$ cat config.mk
export PLATFORM = sky130hd
export DESIGN_NAME = spi_rx_master
export DESIGN_NICKNAME = d
export VERILOG_FILES = /design/src/rtl/spi_pkg.sv /design/src/rtl/spi_clk_gen.sv /design/src/rtl/spi_rx_master.sv
export SDC_FILE = /design/constraint.sdc
export NUM_CORES = 1
export LEC_CHECK = 0
export BUFFER_PORTS_ARGS = -buffer_cell sky130_fd_sc_hd__buf_2
export CORE_ASPECT_RATIO = 1.2
export CORE_MARGIN = 1
export CORE_UTILIZATION = 55
export CTS_CLUSTER_SIZE = 24
export DETAILED_ROUTE_END_ITERATION = 10
export PLACE_DENSITY = 0.88
export RECOVER_POWER = 50
export SKIP_LAST_GASP = 1
export SYNTH_ARGS = -nofsm -noshare
export SYNTH_HDL_FRONTEND = slang
export SYNTH_HIERARCHICAL = 1
export SYNTH_SLANG_ARGS = --single-unit
$ cat constraint.sdc
create_clock -name clk -period 2.25 [get_ports clk]
set_input_delay 0.45 -clock clk [delete_from_list [all_inputs] [get_ports clk]]
set_output_delay 0.45 -clock clk [all_outputs]
set_load 0.02 [all_outputs]
$ cat src/rtl/spi_pkg.sv
// Shared types and width helpers for the receive-only SPI master.
package spi_pkg;

  typedef enum logic [1:0] {IDLE, SETUP, SHIFT, GAP} spi_state_t;

  // Bits needed to hold values 0..max_val, never less than one.
  function automatic int cnt_w(input int max_val);
    return (max_val < 1) ? 1 : $clog2(max_val + 1);
  endfunction

endpackage

$ cat src/rtl/spi_clk_gen.sv
// SCLK divider: free-running half-period counter that toggles sclk while run is high.
module spi_clk_gen
  import spi_pkg::*;
#(
  parameter int CLK_DIV = 4,
  parameter bit CPOL    = 1'b0
) (
  input  logic clk,
  input  logic rst,
  input  logic run,
  input  logic clear,
  output logic sclk,
  output logic tick,
  output logic lead_edge,
  output logic trail_edge
);

  localparam int DW = cnt_w(CLK_DIV - 1);
  localparam logic [DW-1:0] DIV_LAST = DW'(CLK_DIV - 1);

  logic [DW-1:0] div_cnt;

  assign tick       = !clear && (div_cnt == DIV_LAST);
  // Leading edge moves sclk away from its idle level, trailing edge returns it.
  assign lead_edge  = tick && run && (sclk == CPOL);
  assign trail_edge = tick && run && (sclk != CPOL);

  always_ff @(posedge clk) begin
    if (rst || clear) begin
      div_cnt <= '0;
      sclk    <= CPOL;
    end else begin
      div_cnt <= tick ? '0 : div_cnt + 1'b1;
      if (tick && run) sclk <= ~sclk;
    end
  end

endmodule

$ cat src/rtl/spi_rx_master.sv
// Receive-only SPI master: clocks FRAME_BITS bits in from miso, MSB first, in any CPOL/CPHA mode.
module spi_rx_master
  import spi_pkg::*;
#(
  parameter int FRAME_BITS   = 40,
  parameter int CLK_DIV      = 4,
  parameter bit CPOL         = 1'b0,
  parameter bit CPHA         = 1'b0,
  parameter int GAP_CYCLES   = 2,
  parameter bit AUTO_RESTART = 1'b1
) (
  input  logic                  clk,
  input  logic                  rst,
  input  logic                  start,
  input  logic                  miso,
  output logic                  sclk,
  output logic                  ss_n,
  output logic [FRAME_BITS-1:0] dout,
  output logic                  dout_valid,
  output logic                  busy
);

  localparam int EW = cnt_w(2 * FRAME_BITS);
  localparam int GW = cnt_w(GAP_CYCLES - 1);
  localparam logic [EW-1:0] LAST_EDGE = EW'(2 * FRAME_BITS);
  localparam logic [GW-1:0] GAP_LAST  = GW'(GAP_CYCLES - 1);

  spi_state_t            state, state_next;
  logic [EW-1:0]         edge_cnt;
  logic [GW-1:0]         gap_cnt;
  logic [FRAME_BITS-1:0] sr;
  logic                  run, clear, tick, lead_edge, trail_edge, sample, frame_done;

  // The divider keeps ticking after the last sclk edge so the trail time matches the lead time.
  assign run    = (state == SETUP) || ((state == SHIFT) && (edge_cnt != LAST_EDGE));
  assign clear  = (state == IDLE) || (state == GAP);
  assign sample = CPHA ? trail_edge : lead_edge;

  spi_clk_gen #(
    .CLK_DIV (CLK_DIV),
    .CPOL    (CPOL)
  ) u_clk_gen (
    .clk        (clk),
    .rst        (rst),
    .run        (run),
    .clear      (clear),
    .sclk       (sclk),
    .tick       (tick),
    .lead_edge  (lead_edge),
    .trail_edge (trail_edge)
  );

  always_ff @(posedge clk) begin
    if (rst) state <= IDLE;
    else     state <= state_next;
  end

  always_comb begin
    state_next = state;
    frame_done = 1'b0;
    unique case (state)
      IDLE:  if (start || AUTO_RESTART) state_next = SETUP;
      SETUP: if (tick) state_next = SHIFT;
      SHIFT: if (tick && (edge_cnt == LAST_EDGE)) begin
               state_next = GAP;
               frame_done = 1'b1;
             end
      GAP:   if (gap_cnt == GAP_LAST) state_next = IDLE;
      default: state_next = IDLE;
    endcase
  end

  // Output registers, loaded from the next state so ss_n/busy line up with the state change.
  always_ff @(posedge clk) begin
    if (rst) begin
      ss_n       <= 1'b1;
      busy       <= 1'b0;
      dout_valid <= 1'b0;
      dout       <= '0;
    end else begin
      ss_n       <= !((state_next == SETUP) || (state_next == SHIFT));
      busy       <= (state_next != IDLE);
      dout_valid <= frame_done;
      if (frame_done) dout <= sr;
    end
  end

  always_ff @(posedge clk) begin
    if (rst || (state == IDLE)) begin
      edge_cnt <= '0;
    end else if (tick && run) begin
      edge_cnt <= edge_cnt + 1'b1;
    end
  end

  always_ff @(posedge clk) begin
    if (rst || (state != GAP)) gap_cnt <= '0;
    else                       gap_cnt <= gap_cnt + 1'b1;
  end

  // Shift register: data only, cleared on every pass through IDLE.
  always_ff @(posedge clk) begin
    if (state == IDLE)  sr <= '0;
    else if (sample)    sr <= FRAME_BITS'({sr, miso});
  end

endmodule

## Yosys cells after proc, flatten, opt, wreduce, memory -nomap -nowiden

Cells that the tools add are included.

- Bits in registers: 96
- Input port bits: 4
- Output and inout bits: 44
- Logic and storage cells: 45

- $add $sub $neg: 3
- Eq/ne operators: 9
- Mux-type cells: 6
- Bitwise gates (word level): 1
- Reduce and logical (&&, ||, !) cells: 16

Operators with widths:

| kind | count |
|---|---|
| == test 2 bit, second input constant | 4 |
| one-hot mux 2 bit (4 select lines) | 1 |
| adder 7 x 1 -> 7 bit, second input constant | 1 |
| == test 7 bit, second input constant | 1 |
| != test 7 bit, second input constant | 1 |
| logical OR 1 bit | 6 |
| two-way mux 2 bit | 3 |
| logical AND 1 bit | 5 |
| == test 2 x 1 -> 1 bit, second input constant | 2 |
| adder 2 x 1 -> 2 bit, second input constant | 1 |
| logical NOT 1 bit | 2 |
| logical NOT 2 bit | 1 |
| two-way mux 1 bit | 2 |
| != test 2 bit, second input constant | 1 |
| nonzero test 2 bit | 1 |
| OR reduction 2 bit | 1 |
| adder 1 bit, second input constant | 1 |
| NOT 1 bit | 1 |

## Longest topological paths before layout

Gate-level depths: netlist of run 1.

- Depth in word-level cells: 10
- Gate-level depth with buffers: 11

## By module

The synthesis of run 1 kept the hierarchy.

By module, submodules not included:

| module | times used | cells an instance | area each (um^2) | sequential area each (um^2) |
|---|---|---|---|---|
| spi_rx_master | 1 | 382 | 3,489.6 | 1,861.8 |
| spi_clk_gen | 1 | 13 | 136.4 | 60.1 |

## Least setup slack after synthesis of run 1

No wires, ideal clock.

- Kind: reg2reg
- Start: register state[0]
- End: register ss_n
- Arrival time: 1,790 ps
- Data required time: 2,133 ps
- Setup slack: 343 ps
- Cell stages (with the launch flop): 11
- Path buffers: 1
- Period minus slack after synthesis: 1,907 ps
- Cell sequence: dfxtp_1 -> inv_1 -> ha_1 -> inv_1 -> and2b_1 -> and4_1 -> buf_4 -> nor2_1 -> and2_1 -> ha_1 -> nand2b_1

- Word-level cells in the longest chain between the ends: 10
- Elaborated cells between the ends (all ways): 16

Ends and longest elaborated chain:

| element | line | RTL |
|---|---|---|
| start, declared | spi_rx_master.sv:28 | `spi_state_t state, state_next;` |
| start signal, assigned | spi_rx_master.sv:55 | `else state <= state_next;` |
| == test 2 bit or logical NOT 2 bit (tied branches) | spi_rx_master.sv:36 | `assign clear = (state == IDLE) \|\| (state == GAP);` |
| logical OR 1 bit (*) | spi_rx_master.sv:36 |  |
| net clear | spi_rx_master.sv:32 | `logic run, clear, tick, lead_edge, trail_edge, sample, frame_done;` |
| logical NOT 1 bit (*) | spi_clk_gen.sv:23 | `assign tick = !clear && (div_cnt == DIV_LAST);` |
| logical AND 1 bit (*) | spi_clk_gen.sv:23 |  |
| net tick | spi_rx_master.sv:32 |  |
| logical AND 1 bit | spi_rx_master.sv:64 | `SHIFT: if (tick && (edge_cnt == LAST_EDGE)) begin` |
| two-way mux 2 bit | spi_rx_master.sv:64 |  |
| one-hot mux 2 bit (4 select lines) (*) | spi_rx_master.sv:61 | `unique case (state)` |
| == test 2 x 1 -> 1 bit or == test 2 bit (tied branches) | spi_rx_master.sv:81 | `ss_n <= !((state_next == SETUP) \|\| (state_next == SHIFT));` |
| logical OR 1 bit (*) | spi_rx_master.sv:81 |  |
| logical NOT 1 bit (*) | spi_rx_master.sv:81 |  |
| end signal, assigned | spi_rx_master.sv:81 |  |
| end, declared | spi_rx_master.sv:17 | `output logic ss_n,` |

The timed path passes the listed nets; every way through them passes the cells marked *.
A chain may end at the register's enable or synchronous reset.

## Worst setup path after layout of run 1

- Start: register state[0]
- End: register dout[0]

- Word-level cells in the longest chain between the ends: 7
- Elaborated cells between the ends (all ways): 9

Ends and longest elaborated chain:

| element | line | RTL |
|---|---|---|
| == test 2 bit or logical NOT 2 bit (tied branches) | spi_rx_master.sv:36 |  |
| logical OR 1 bit (*) | spi_rx_master.sv:36 |  |
| net clear | spi_rx_master.sv:32 |  |
| logical NOT 1 bit (*) | spi_clk_gen.sv:23 |  |
| logical AND 1 bit (*) | spi_clk_gen.sv:23 |  |
| net tick | spi_rx_master.sv:32 |  |
| logical AND 1 bit (*) | spi_rx_master.sv:64 |  |
| two-way mux 1 bit (*) | spi_rx_master.sv:64 |  |
| two-way mux 1 bit (*) | spi_rx_master.sv:61 |  |
| end signal, assigned | spi_rx_master.sv:84 | `if (frame_done) dout <= sr;` |
| end, declared | spi_rx_master.sv:18 | `output logic [FRAME_BITS-1:0] dout,` |

Marks and branches as above.

==> Implementation_results.wiki, run 1 <==
{| class="wikitable"
! Metric !! Value
|-
| Cell with the biggest individual delay on the critical path || sky130_fd_sc_hd__dfxtp_1
|-
| Total congestion overflow after global routing || 0
|-
| Critical-path cell list || inv_1 > ha_1 > inv_1 > and2b_1 > and4_1 > buf_4 > nand2_1 > a21oi_2
|-
| Post-synth design cell area || ~3600 um2
|-
| FF-to-FF Start || state[0]$_SDFF_PP0_
|-
| Worst-skew pair later-pin latency || 0.36 ns
|-
| Number of DRC violations after detailed routing || 0
|-
| DR vias || about 2.6k
|-
| Setup TNS || 0 ns
|-
| Post-detailed-route via-to-cell ratio || ~5.0
|-
| Largest net degree at the start of global routing || 41
|-
| Crit path capture type || flop
|-
| Final cell area excluding filler cells || about 4000 um2
|-
| Average wire per standard cell || between 10 and 15 um
|-
| Overall routing resource usage || 0.199
|-
| Final weighted congestion in routability-driven placement || between 0.7 and 0.8
|-
| Power per Cell Area || 743 nW/um2
|-
| Min cycle time layout || between 2 and 2.5 ns
|-
| Net total in the final layout || around 450
|-
| Residual antenna-violating net count after detailed routing || 0
|-
| Filler instances || 544
|-
| Root Buffer Master || sky130_fd_sc_hd__clkbuf_8
|-
| CP dominant cell by count || sky130_fd_sc_hd__inv_1
|-
| Number of synthesis warnings || 6
|-
| Startpoint of the worst hold path || miso
|-
| H-tree Lvls || 3
|-
| Start-to-end type of the worst setup path || reg -> reg
|-
| # rows || 32
|-
| Worst hold path type || in -> reg
|-
| Number of gates resized after cts || 0
|-
| Number of antenna diodes || 0
|-
| Synthesized area divided by synthesized cell count || between 9 and 10 um2
|-
| Largest voltage drop on the vdd net || ~0.36 mV
|-
| Final Hold Violating Endpoints || 0
|-
| Clock tree from TritonCTS || done
|-
| Largest driver fanout on the critical path || 40
|-
| Category of cells accounting for the largest share of critical-path delay || simple AND/OR/NAND/NOR gates
|-
| Startpoint type of the worst setup path || flop
|-
| Actual slew at the worst max-slew pin || around 1.5 ns
|-
| Arrival time at the worst endpoint || between 2 and 2.5 ns
|-
| Die footprint || about 6900 um2
|-
| Relative slew slack || 0.0321
|-
| Final number of setup-violating endpoints || 0
|-
| CP bufs+invs || 3
|-
| Count of hold buffers inserted by post-cts repair || 0
|-
| Count of port buffers added during placement || between 40 and 50
|-
| CP peak stage delay || 0.40 ns
|-
| Floorplan die width || ~76 um
|-
| Leak Pwr || ~1.3 nW
|-
| Effective utilization at floorplan || 0.565
|-
| First-pass GRT wire length || roughly 11 mm
|-
| Timing startpoint of the critical path || state[0]$_SDFF_PP0_
|-
| Wirelength, routed || 6.45 mm
|-
| Clock skew || between 0.01 and 0.015 ns
|-
| Unrepaired setup endpoints after global routing || no
|-
| Synthesized netlist net count || between 400 and 500
|-
| Chip Height || a little over 90 um
|-
| Clock input transition at the sequential cells of the worst setup and hold paths || about 0.09 ns
|-
| Number of antenna violations at the first check in global routing || 0
|-
| Required @ worst endpoint || roughly 2.5 ns
|-
| Share of post-route cells with drive strength above 1 || 0.0799
|-
| Clock Path Buffers || 2
|-
| Share of the clock period used by the worst path || 0.928
|-
| Number of buffers inserted to repair setup after CTS || 0
|-
| DP Area || roughly 3900 um2
|-
| Half-perimeter wire length after detailed placement || 4.23 mm
|-
| Vias in the first global route || 2513
|-
| Num Clock Sinks || 96
|-
| Max cap viols || 0
|-
| Max-slew violations || 0
|-
| Maximum frequency from static timing analysis || between 400 and 500 MHz
|-
| Number of instances in the synthesized netlist || 394
|-
| Number of iterations in the first detailed-routing pass || 4
|-
| Run status || complete, no violations
|-
| CTS Buf Count || 9
|-
| DRC violation total after the first TritonRoute iteration || 140
|-
| Area growth from synthesis to layout || 11.8%
|-
| Number of placed I/O pins || 48
|-
| Floorplan Core Area || roughly 6400 um2
|}
[layer usage]
| layer | vias up | global-route usage | wire length (um) |
|---|---|---|---|
| li1 | 1360 | - | - |
| met1 | 1228 | 0.222 | 2920 |
| met2 | 40 | 0.352 | 3180 |
| met3 | 8 | 0.0556 | 263 |
| met4 | 0 | 0.0865 | 80 |
| met5 | - | 0 | 0 |
[registers in the layout, indices dropped and copies added, names as in the netlist]
| register | flops |
|---|---|
| dout | 40 |
| sr | 40 |
| edge_cnt | 7 |
| state | 2 |
| u_clk_gen/div_cnt | 2 |
| busy | 1 |
| dout_valid | 1 |
| gap_cnt | 1 |
| ss_n | 1 |
| u_clk_gen/sclk | 1 |
[path summary, 6_finish.rpt]
path	end	slack [ns]	depth (start not counted)
worst max-delay path	dout[0]$_SDFFE_PP0P_	0.16	8
worst min-delay path	sr[0]$_SDFFE_PP0P_	0.36	3
worst max register to register	dout[0]$_SDFFE_PP0P_	0.16	8
worst min register to register	u_clk_gen/div_cnt[0]$_SDFF_PP0_	0.44	1
[layout by cell type (no fill, tap or decap)]
cell type                   instances
sky130_fd_sc_hd__dfxtp_1           96
sky130_fd_sc_hd__nand2_1           88
sky130_fd_sc_hd__nor2_1            51
sky130_fd_sc_hd__clkbuf_1          46
sky130_fd_sc_hd__mux2i_1           42
sky130_fd_sc_hd__a21oi_1           35
sky130_fd_sc_hd__a21oi_2           10
sky130_fd_sc_hd__ha_1               9
sky130_fd_sc_hd__clkbuf_8           9
sky130_fd_sc_hd__inv_1              7
sky130_fd_sc_hd__buf_4              6
sky130_fd_sc_hd__o21ai_0            4
sky130_fd_sc_hd__nand4_1            3
sky130_fd_sc_hd__nor3_1             3
sky130_fd_sc_hd__xnor2_1            3
sky130_fd_sc_hd__nand2b_1           2
sky130_fd_sc_hd__inv_6              2
sky130_fd_sc_hd__bufinv_16          2
sky130_fd_sc_hd__o21bai_1           1
sky130_fd_sc_hd__nor2b_1            1
sky130_fd_sc_hd__and4bb_1           1
sky130_fd_sc_hd__and4_1             1
sky130_fd_sc_hd__and2_1             1
sky130_fd_sc_hd__or2_2              1
sky130_fd_sc_hd__o21a_1             1
sky130_fd_sc_hd__xor2_1             1
sky130_fd_sc_hd__a31oi_1            1
sky130_fd_sc_hd__or3_1              1
sky130_fd_sc_hd__clkinv_4           1
sky130_fd_sc_hd__clkinv_2           1
sky130_fd_sc_hd__buf_2              1
sky130_fd_sc_hd__buf_12             1
sky130_fd_sc_hd__and2b_1            1
sky130_fd_sc_hd__and3b_1            1
sky130_fd_sc_hd__or2_0              1
sky130_fd_sc_hd__nor3b_1            1
sky130_fd_sc_hd__a21bo_2            1
sky130_fd_sc_hd__nand3b_1           1
[power breakdown]
group	leakage [nW]	switching (W)	internal, W	total, W
registers	0.774	0.00000327	0.00170	0.00171
logic	0.440	0.0000561	0.0000196	0.0000757
clock network	0.111	0.000589	0.000635	0.00122
[tightest hold or removal path, cell delays in order]
cell and delay (ns):
sky130_fd_sc_hd__buf_2 0.09, sky130_fd_sc_hd__mux2i_1 0.06, sky130_fd_sc_hd__nor2_1 0.07
[stage by stage]
step | util | instances | hold WS [ns] | total power [W] | setup WS (ns)
2_1_floorplan | - | 394 | 0.404 | 0.00180 | 0.357
3_3_place_gp | 0.606 | 507 | 0.415 | 0.00182 | 0.285
3_5_place_dp | 0.606 | 507 | 0.428 | 0.00182 | 0.198
4_1_cts | 0.641 | 523 | 0.343 | 0.00303 | 0.154
5_1_grt | 0.632 | 523 | 0.391 | 0.00310 | 0.00474
6_report | 0.632 | 523 | 0.359 | 0.00301 | 0.163
[cell type report]
type	instances	area, um2	area share
Sequential cell	96	1920	0.475
Clock buffer	10	128	0.0315
Multi-Input combinational cell	266	1530	0.379
Clock inverter	6	91.3	0.0226
Timing Repair Buffer	53	239	0.0591
Inverter	7	26.3	0.00649
Tap cell	85	106	0.0263
Note: power is estimated with default switching activity, not from simulation.
==> run 2, diff against run 1 <==
MAX_ROUTING_LAYER = met4   (was not set)
==> run 2 against run 1 <==
Against the previous run:
- flip-flop and latch count unchanged
- global-route usage increased by 0.64 points
- critical path depth unchanged
- clock power about the same
- critical path type unchanged
- largest cell class unchanged
- highest routed layer unchanged
==> Implementation_results.wiki, run 2 (synthesis gave the netlist of run 1 again) <==
{| class="wikitable"
! Metric !! Value
|-
| Largest net degree at the start of global routing || 41 (unchanged)
|-
| Floorplan die width || 76.1 um (unchanged)
|-
| # rows || 32 (unchanged)
|-
| Largest voltage drop on the vdd net || 0.362 mV (about the same)
|-
| Share of power burned in registers || 0.567 (about the same)
|-
| Chip Height || 90.9 um (unchanged)
|-
| Share of post-route cells with drive strength above 1 || 0.0799 (unchanged)
|-
| Worst-skew pair later-pin latency || 0.37 ns (about the same)
|-
| Most frequent cells in the layout || sky130_fd_sc_hd__dfxtp_1, sky130_fd_sc_hd__nand2_1, sky130_fd_sc_hd__nor2_1
|-
| Post-detailed-route via-to-cell ratio || 5.00 (-0.72%)
|-
| Number of antenna diodes || 0 (unchanged)
|-
| CP dominant cell by count || sky130_fd_sc_hd__inv_1
|-
| Run status || complete, no violations
|-
| Met2 Track Usage GR || 0.352 (unchanged)
|-
| CTS Buf Count || 9 (unchanged)
|-
| Unrepaired setup endpoints after global routing || no
|-
| Worst hold path type || in -> reg
|-
| Number of cells in the finished layout apart from fillers || 523 (unchanged)
|-
| Final number of setup-violating endpoints || 0 (unchanged)
|-
| Final weighted congestion in routability-driven placement || 0.801 (+1.4%)
|-
| Count of port buffers added during placement || 46 (unchanged)
|-
| Die footprint || 6910 um2 (unchanged)
|-
| Critical-path cell list || inv_1 > ha_1 > inv_1 > and2b_1 > and4_1 > buf_4 > nand2_1 > a21oi_2
|-
| Clock skew || 0.0116 ns (-0.0000813 ns)
|-
| Arrival time at the worst endpoint || 2.38 ns (about the same)
|-
| DRC violation total after the first TritonRoute iteration || 145 (+3.6%)
|-
| Residual antenna-violating net count after detailed routing || 0 (unchanged)
|-
| Largest driver fanout on the critical path || 40 (unchanged)
|-
| Leak Pwr || 1.33 nW (unchanged)
|-
| H-tree Lvls || 3 (unchanged)
|-
| Wirelength, routed || 6.43 mm (-0.23%)
|-
| Most common library cell in the layout ignoring fill and taps || sky130_fd_sc_hd__dfxtp_1
|-
| Internal Power || 0.00236 W (about the same)
|-
| Clock Path Buffers || 2 (unchanged)
|-
| Number of iterations in the first detailed-routing pass || 4 (unchanged)
|-
| Max-slew violations || 0 (unchanged)
|-
| Startpoint type of the worst setup path || flop
|-
| Met3 track demand over resource || 0.0576 (+0.00202)
|-
| Start-to-end type of the worst setup path || reg -> reg
|-
| Overall routing resource usage || 0.205 (+0.00641)
|-
| Clock network fraction of design power || 0.408 (about the same)
|-
| Vias in the first global route || 2513 (unchanged)
|-
| Clock input transition at the sequential cells of the worst setup and hold paths || 0.09 ns (about the same)
|-
| Final Hold Violating Endpoints || 0 (unchanged)
|-
| First-pass GRT wire length || 10.9 mm (+0.13%)
|-
| Net total in the final layout || 446 (unchanged)
|-
| Effective utilization at floorplan || 0.565 (unchanged)
|-
| Maximum frequency from static timing analysis || 479 MHz (about the same)
|-
| Share of power burned in combinational logic || 0.025 (about the same)
|-
| Cell with the biggest individual delay on the critical path || sky130_fd_sc_hd__dfxtp_1
|-
| Number of cells after detailed placement || 507 (unchanged)
|-
| Number of antenna violations at the first check in global routing || 0 (unchanged)
|-
| Half-perimeter wire length after detailed placement || 4.23 mm (unchanged)
|-
| Setup TNS || 0 ns (unchanged)
|-
| Share of the clock period used by the worst path || 0.927 (about the same)
|-
| Required @ worst endpoint || 2.55 ns (about the same)
|-
| Power per Cell Area || 744 nW/um2 (+0.11%)
|-
| Number of gates resized after cts || 0 (unchanged)
|-
| Max cap viols || 0 (unchanged)
|-
| Actual slew at the worst max-slew pin || 1.44 ns (-0.00950 ns)
|-
| Average wire per standard cell || 12.3 um (-0.23%)
|-
| Num Clock Sinks || 96 (unchanged)
|-
| Worst hold slack after final layout || 0.352 ns (-0.00735 ns)
|-
| Floorplan Core Area || 6410 um2 (unchanged)
|-
| Count of hold buffers inserted by post-cts repair || 0 (unchanged)
|-
| Relative slew slack || 0.0384 (+0.00634)
|-
| Most Crowded Layer GR || met2
|-
| Largest registers in the final layout || dout (40), sr (40), edge_cnt (7)
|-
| Minimum setup slack after placement || 0.198 ns (unchanged)
|-
| Final worst-path setup slack || 0.164 ns (+0.00110 ns)
|-
| Number of buffers inserted to repair setup after CTS || 0 (unchanged)
|-
| DR vias || 2617 (-0.72%)
|-
| Proportion of total power due to net switching || 0.217 (+0.000916)
|-
| CP peak stage delay || 0.40 ns (about the same)
|-
| Total congestion overflow after global routing || 0 (unchanged)
|-
| Number of DRC violations after detailed routing || 0 (unchanged)
|-
| Met1 Usage GRT || 0.222 (+0.000641)
|-
| Root Buffer Master || sky130_fd_sc_hd__clkbuf_8
|-
| Switching Power || 0.000652 W (+0.53%)
|-
| Crit path capture type || flop
|-
| Number of placed I/O pins || 48 (unchanged)
|-
| Area growth from synthesis to layout || 11.8% (unchanged)
|-
| Min cycle time layout || 2.09 ns (-0.00110 ns)
|-
| Clock tree from TritonCTS || done
|}
run 2: metrics by stage:
step,util,total power [W],instance area (um2)
3_3_place_gp,0.606,0.00182,3880
6_report,0.632,0.00301,4050
5_1_grt,0.632,0.00311,4050
4_1_cts,0.641,0.00303,4100
2_1_floorplan,-,0.00180,3620
3_5_place_dp,0.606,0.00182,3880
run 2: final timing paths:
path | start | end | slack [ns] | cells past startpoint
worst max-delay path | state[0]$_SDFF_PP0_ | dout[0]$_SDFFE_PP0P_ | 0.16 | 8
worst min-delay path | miso | sr[0]$_SDFFE_PP0P_ | 0.35 | 3
worst max register to register | state[0]$_SDFF_PP0_ | dout[0]$_SDFFE_PP0P_ | 0.16 | 8
worst min register to register | u_clk_gen/div_cnt[0]$_SDFF_PP0_ | u_clk_gen/div_cnt[0]$_SDFF_PP0_ | 0.44 | 1
run 2: power by group through the flow:
stage                     clock network [W]  logic [W]  registers [W]
after floorplan                           0  0.0000509        0.00175
after global placement                    0  0.0000730        0.00175
after detailed placement                  0  0.0000758        0.00175
after CTS                           0.00125  0.0000768        0.00171
after global routing                0.00131  0.0000839        0.00171
final                               0.00123  0.0000755        0.00171
run 2: layout make-up:
type / count / area (um2)
Clock buffer: 10 / 128
Clock inverter: 6 / 91.3
Fill cell: 544 / 2360
Inverter: 7 / 26.3
Multi-Input combinational cell: 266 / 1530
Sequential cell: 96 / 1920
Tap cell: 85 / 106
Timing Repair Buffer: 53 / 239
run 2: layer usage:
metal | share of wire | up-vias
met5 | 0 | -
met4 | 0.014 | 0
met3 | 0.036 | 8
met2 | 0.50 | 33
met1 | 0.45 | 1220
li1 | - | 1356
run 2: critical path, delay by kind of cell (launching register included):
| kind | cells | cell delay (ns) |
|---|---|---|
| flops | 1 | 0.40 |
| compound gates | 1 | 0.15 |
| simple gates | 3 | 0.66 |
| buf+inv | 3 | 0.51 |
| fa+ha+maj | 1 | 0.29 |
==> run 3, diff against run 2 <==
CELL_PAD_IN_SITES_DETAIL_PLACEMENT = 1   (was not set)
CELL_PAD_IN_SITES_GLOBAL_PLACEMENT = 2   (was not set)
CORE_UTILIZATION = 35   (was 55)
PLACE_DENSITY = 0.89   (was 0.88)
==> run 3 against run 2 <==
Against the previous run:
- clock-buffer cell count increased by 1
- global-route usage fell by 4.7 points
- clock power up 33%
- die area rose by 56%
- final area grew 4.2%
- sequential share of layout area decreased by 1.9 points
- non-clock buffer count grew 2
- sequential power about the same
==> Implementation_results.wiki, run 3 (synthesis gave the netlist of run 1 again) <==
{| class="wikitable"
! Metric !! Value
|-
| Run status || complete, no violations
|-
| Leak Pwr || 1.39 nW (+4.5%)
|-
| Required @ worst endpoint || 2.48 ns (-0.07 ns)
|-
| Worst hold path type || in -> reg
|-
| Largest registers in the final layout || dout (40), sr (40), edge_cnt (7)
|-
| Floorplan Core Area || 10000 um2 (+56%)
|-
| Startpoint type of the worst setup path || flop
|-
| Half-perimeter wire length after detailed placement || 4.87 mm (+15%)
|-
| DR vias || 2688 (+2.7%)
|-
| Area growth from synthesis to layout || 16.5%
|-
| Start-to-end type of the worst setup path || reg -> reg
|-
| Number of placed I/O pins || 48 (unchanged)
|-
| Proportion of total power due to net switching || 0.203 (-0.0139)
|-
| Total congestion overflow after global routing || 0 (unchanged)
|-
| Unrepaired setup endpoints after global routing || no
|-
| Share of post-route cells with drive strength above 1 || 0.0841 (+0.00418)
|-
| Root Buffer Master || sky130_fd_sc_hd__clkbuf_16
|-
| Switching Power || 0.000694 W (+6.5%)
|-
| Setup TNS || 0 ns (unchanged)
|-
| Relative slew slack || 0.540 (+0.502)
|-
| Number of antenna diodes || 0 (unchanged)
|-
| Most common library cell in the layout ignoring fill and taps || sky130_fd_sc_hd__dfxtp_1
|-
| # rows || 40 (+25%)
|-
| Largest net degree at the start of global routing || 37 (-9.8%)
|-
| First-pass GRT wire length || 12.9 mm (+18%)
|-
| Actual slew at the worst max-slew pin || 0.690 ns (-0.753 ns)
|-
| Max cap viols || 0 (unchanged)
|-
| Clock input transition at the sequential cells of the worst setup and hold paths || 0.06 ns (-0.03 ns)
|-
| Cell with the biggest individual delay on the critical path || sky130_fd_sc_hd__dfxtp_1
|-
| Power per Cell Area || 812 nW/um2 (+9.2%)
|-
| Share of power burned in registers || 0.499 (-0.068)
|-
| Met2 Track Usage GR || 0.261 (-0.0901)
|-
| Average wire per standard cell || 13.3 um (+7.7%)
|-
| H-tree Lvls || 3 (unchanged)
|-
| Largest voltage drop on the vdd net || 0.308 mV (-15%)
|-
| Chip Height || 113 um (+25%)
|-
| CTS Buf Count || 9 (unchanged)
|-
| Die footprint || 10800 um2 (+56%)
|-
| Final Hold Violating Endpoints || 0 (unchanged)
|-
| Num Clock Sinks || 96 (unchanged)
|-
| Post-detailed-route via-to-cell ratio || 4.75 (-5.1%)
|-
| Most Crowded Layer GR || met2
|-
| Clock tree from TritonCTS || done
|-
| Final weighted congestion in routability-driven placement || 0.774 (-3.4%)
|-
| Clock Path Buffers || 2 (unchanged)
|-
| Share of the clock period used by the worst path || 0.914 (-0.0129)
|-
| DP Area || 3950 um2 (+1.7%)
|-
| CP peak stage delay || 0.39 ns (about the same)
|-
| Clock skew || 0.00861 ns (-0.00301 ns)
|-
| Overall routing resource usage || 0.158 (-0.0474)
|-
| Residual antenna-violating net count after detailed routing || 0 (unchanged)
|-
| Critical-path cell list || inv_1 > ha_1 > inv_1 > and2b_1 > and4_1 > nor2_1 > and2_1 > ha_1 > nand2b_1
|-
| Wirelength, routed || 7.50 mm (+17%)
|-
| Min cycle time layout || 2.06 ns (-0.0291 ns)
|-
| Number of iterations in the first detailed-routing pass || 3 (-1)
|-
| Clock network fraction of design power || 0.479 (+0.071)
|-
| Floorplan die width || 94.8 um (+25%)
|-
| Effective utilization at floorplan || 0.362 (-0.203)
|-
| Internal Power || 0.00273 W (+16%)
|-
| Share of power burned in combinational logic || 0.022 (-0.003)
|-
| Met3 track demand over resource || 0.0400 (-0.0176)
|-
| Arrival time at the worst endpoint || 2.29 ns (-0.09 ns)
|-
| DRC violation total after the first TritonRoute iteration || 49 (-66%)
|-
| Crit path capture type || flop
|-
| Number of antenna violations at the first check in global routing || 0 (unchanged)
|-
| Vias in the first global route || 2758 (+9.7%)
|-
| Count of port buffers added during placement || 46 (unchanged)
|-
| Final cell area excluding filler cells || 4220 um2 (+4.2%)
|-
| Max-slew violations || 0 (unchanged)
|-
| Number of DRC violations after detailed routing || 0 (unchanged)
|-
| Net total in the final layout || 448 (+0.45%)
|-
| Final number of setup-violating endpoints || 0 (unchanged)
|-
| Maximum frequency from static timing analysis || 486 MHz (+1.4%)
|-
| Largest driver fanout on the critical path || 7 (-83%)
|-
| Met1 Usage GRT || 0.181 (-0.0409)
|-
| Most frequent cells in the layout || sky130_fd_sc_hd__dfxtp_1, sky130_fd_sc_hd__nand2_1, sky130_fd_sc_hd__nor2_1
|-
| Worst-skew pair later-pin latency || 0.34 ns (-0.03 ns)
|}
## run 3: worst max-delay path, delay by kind of cell (launching register included)
family,cells,cell delay [ns]
buffers and inverters,2,0.15
adders and majority gates,2,0.55
and+or+nand+nor,5,0.87
DFF,1,0.39
## run 3: power by group through the flow
stage | sequential, W | combinational (W) | clock (W)
4_1_cts | 0.00171 | 0.0000788 | 0.00169
3_3_place_gp | 0.00175 | 0.0000769 | 0
5_1_grt | 0.00171 | 0.0000863 | 0.00174
3_5_place_dp | 0.00175 | 0.0000781 | 0
6_report | 0.00171 | 0.0000754 | 0.00164
2_1_floorplan | 0.00175 | 0.0000509 | 0
## run 3: per-layer routing
layer,wire length (um),part of all wire
met5,0,0
met4,129,0.017
met3,272,0.036
met2,3670,0.49
met1,3430,0.46
## run 3: cell type report
type,count,area [um2]
Fill cell,1173,5790
Sequential cell,96,1920
Multi-Input combinational cell,266,1530
Timing Repair Buffer,55,255
Clock buffer,11,243
Tap cell,126,158
Clock inverter,5,78.8
Inverter,7,26.3
## run 3: final timing paths
check / start / endpoint / slack (ns) / cells past startpoint
max: state[1]$_SDFF_PP0_ / ss_n$_SDFF_PP1_ / 0.19 / 9
min: miso / sr[0]$_SDFFE_PP0P_ / 0.36 / 3
max reg2reg: state[1]$_SDFF_PP0_ / ss_n$_SDFF_PP1_ / 0.19 / 9
min reg2reg: u_clk_gen/div_cnt[0]$_SDFF_PP0_ / u_clk_gen/div_cnt[0]$_SDFF_PP0_ / 0.44 / 1
## run 3: repair_timing
item / 4_1_cts / 5_1_grt
endpoints found under the hold margin: 0 / 0
setup buffers: 0 / 0
gates resized for setup: 0 / 2
setup endpoints to repair: 0 / 4
hold buffers: 0 / 0
## run 3: stage by stage
stage	power (W)	instances	hold WS [ns]	worst slack (ns)	utilization
CTS	0.00348	566	0.353	0.154	0.427
floorplan	0.00180	394	0.404	0.357	-
global route	0.00354	566	0.386	0.0173	0.421
global placement	0.00182	550	0.411	0.269	0.395
finish	0.00342	566	0.362	0.193	0.421
detailed placement	0.00183	550	0.431	0.206	0.395
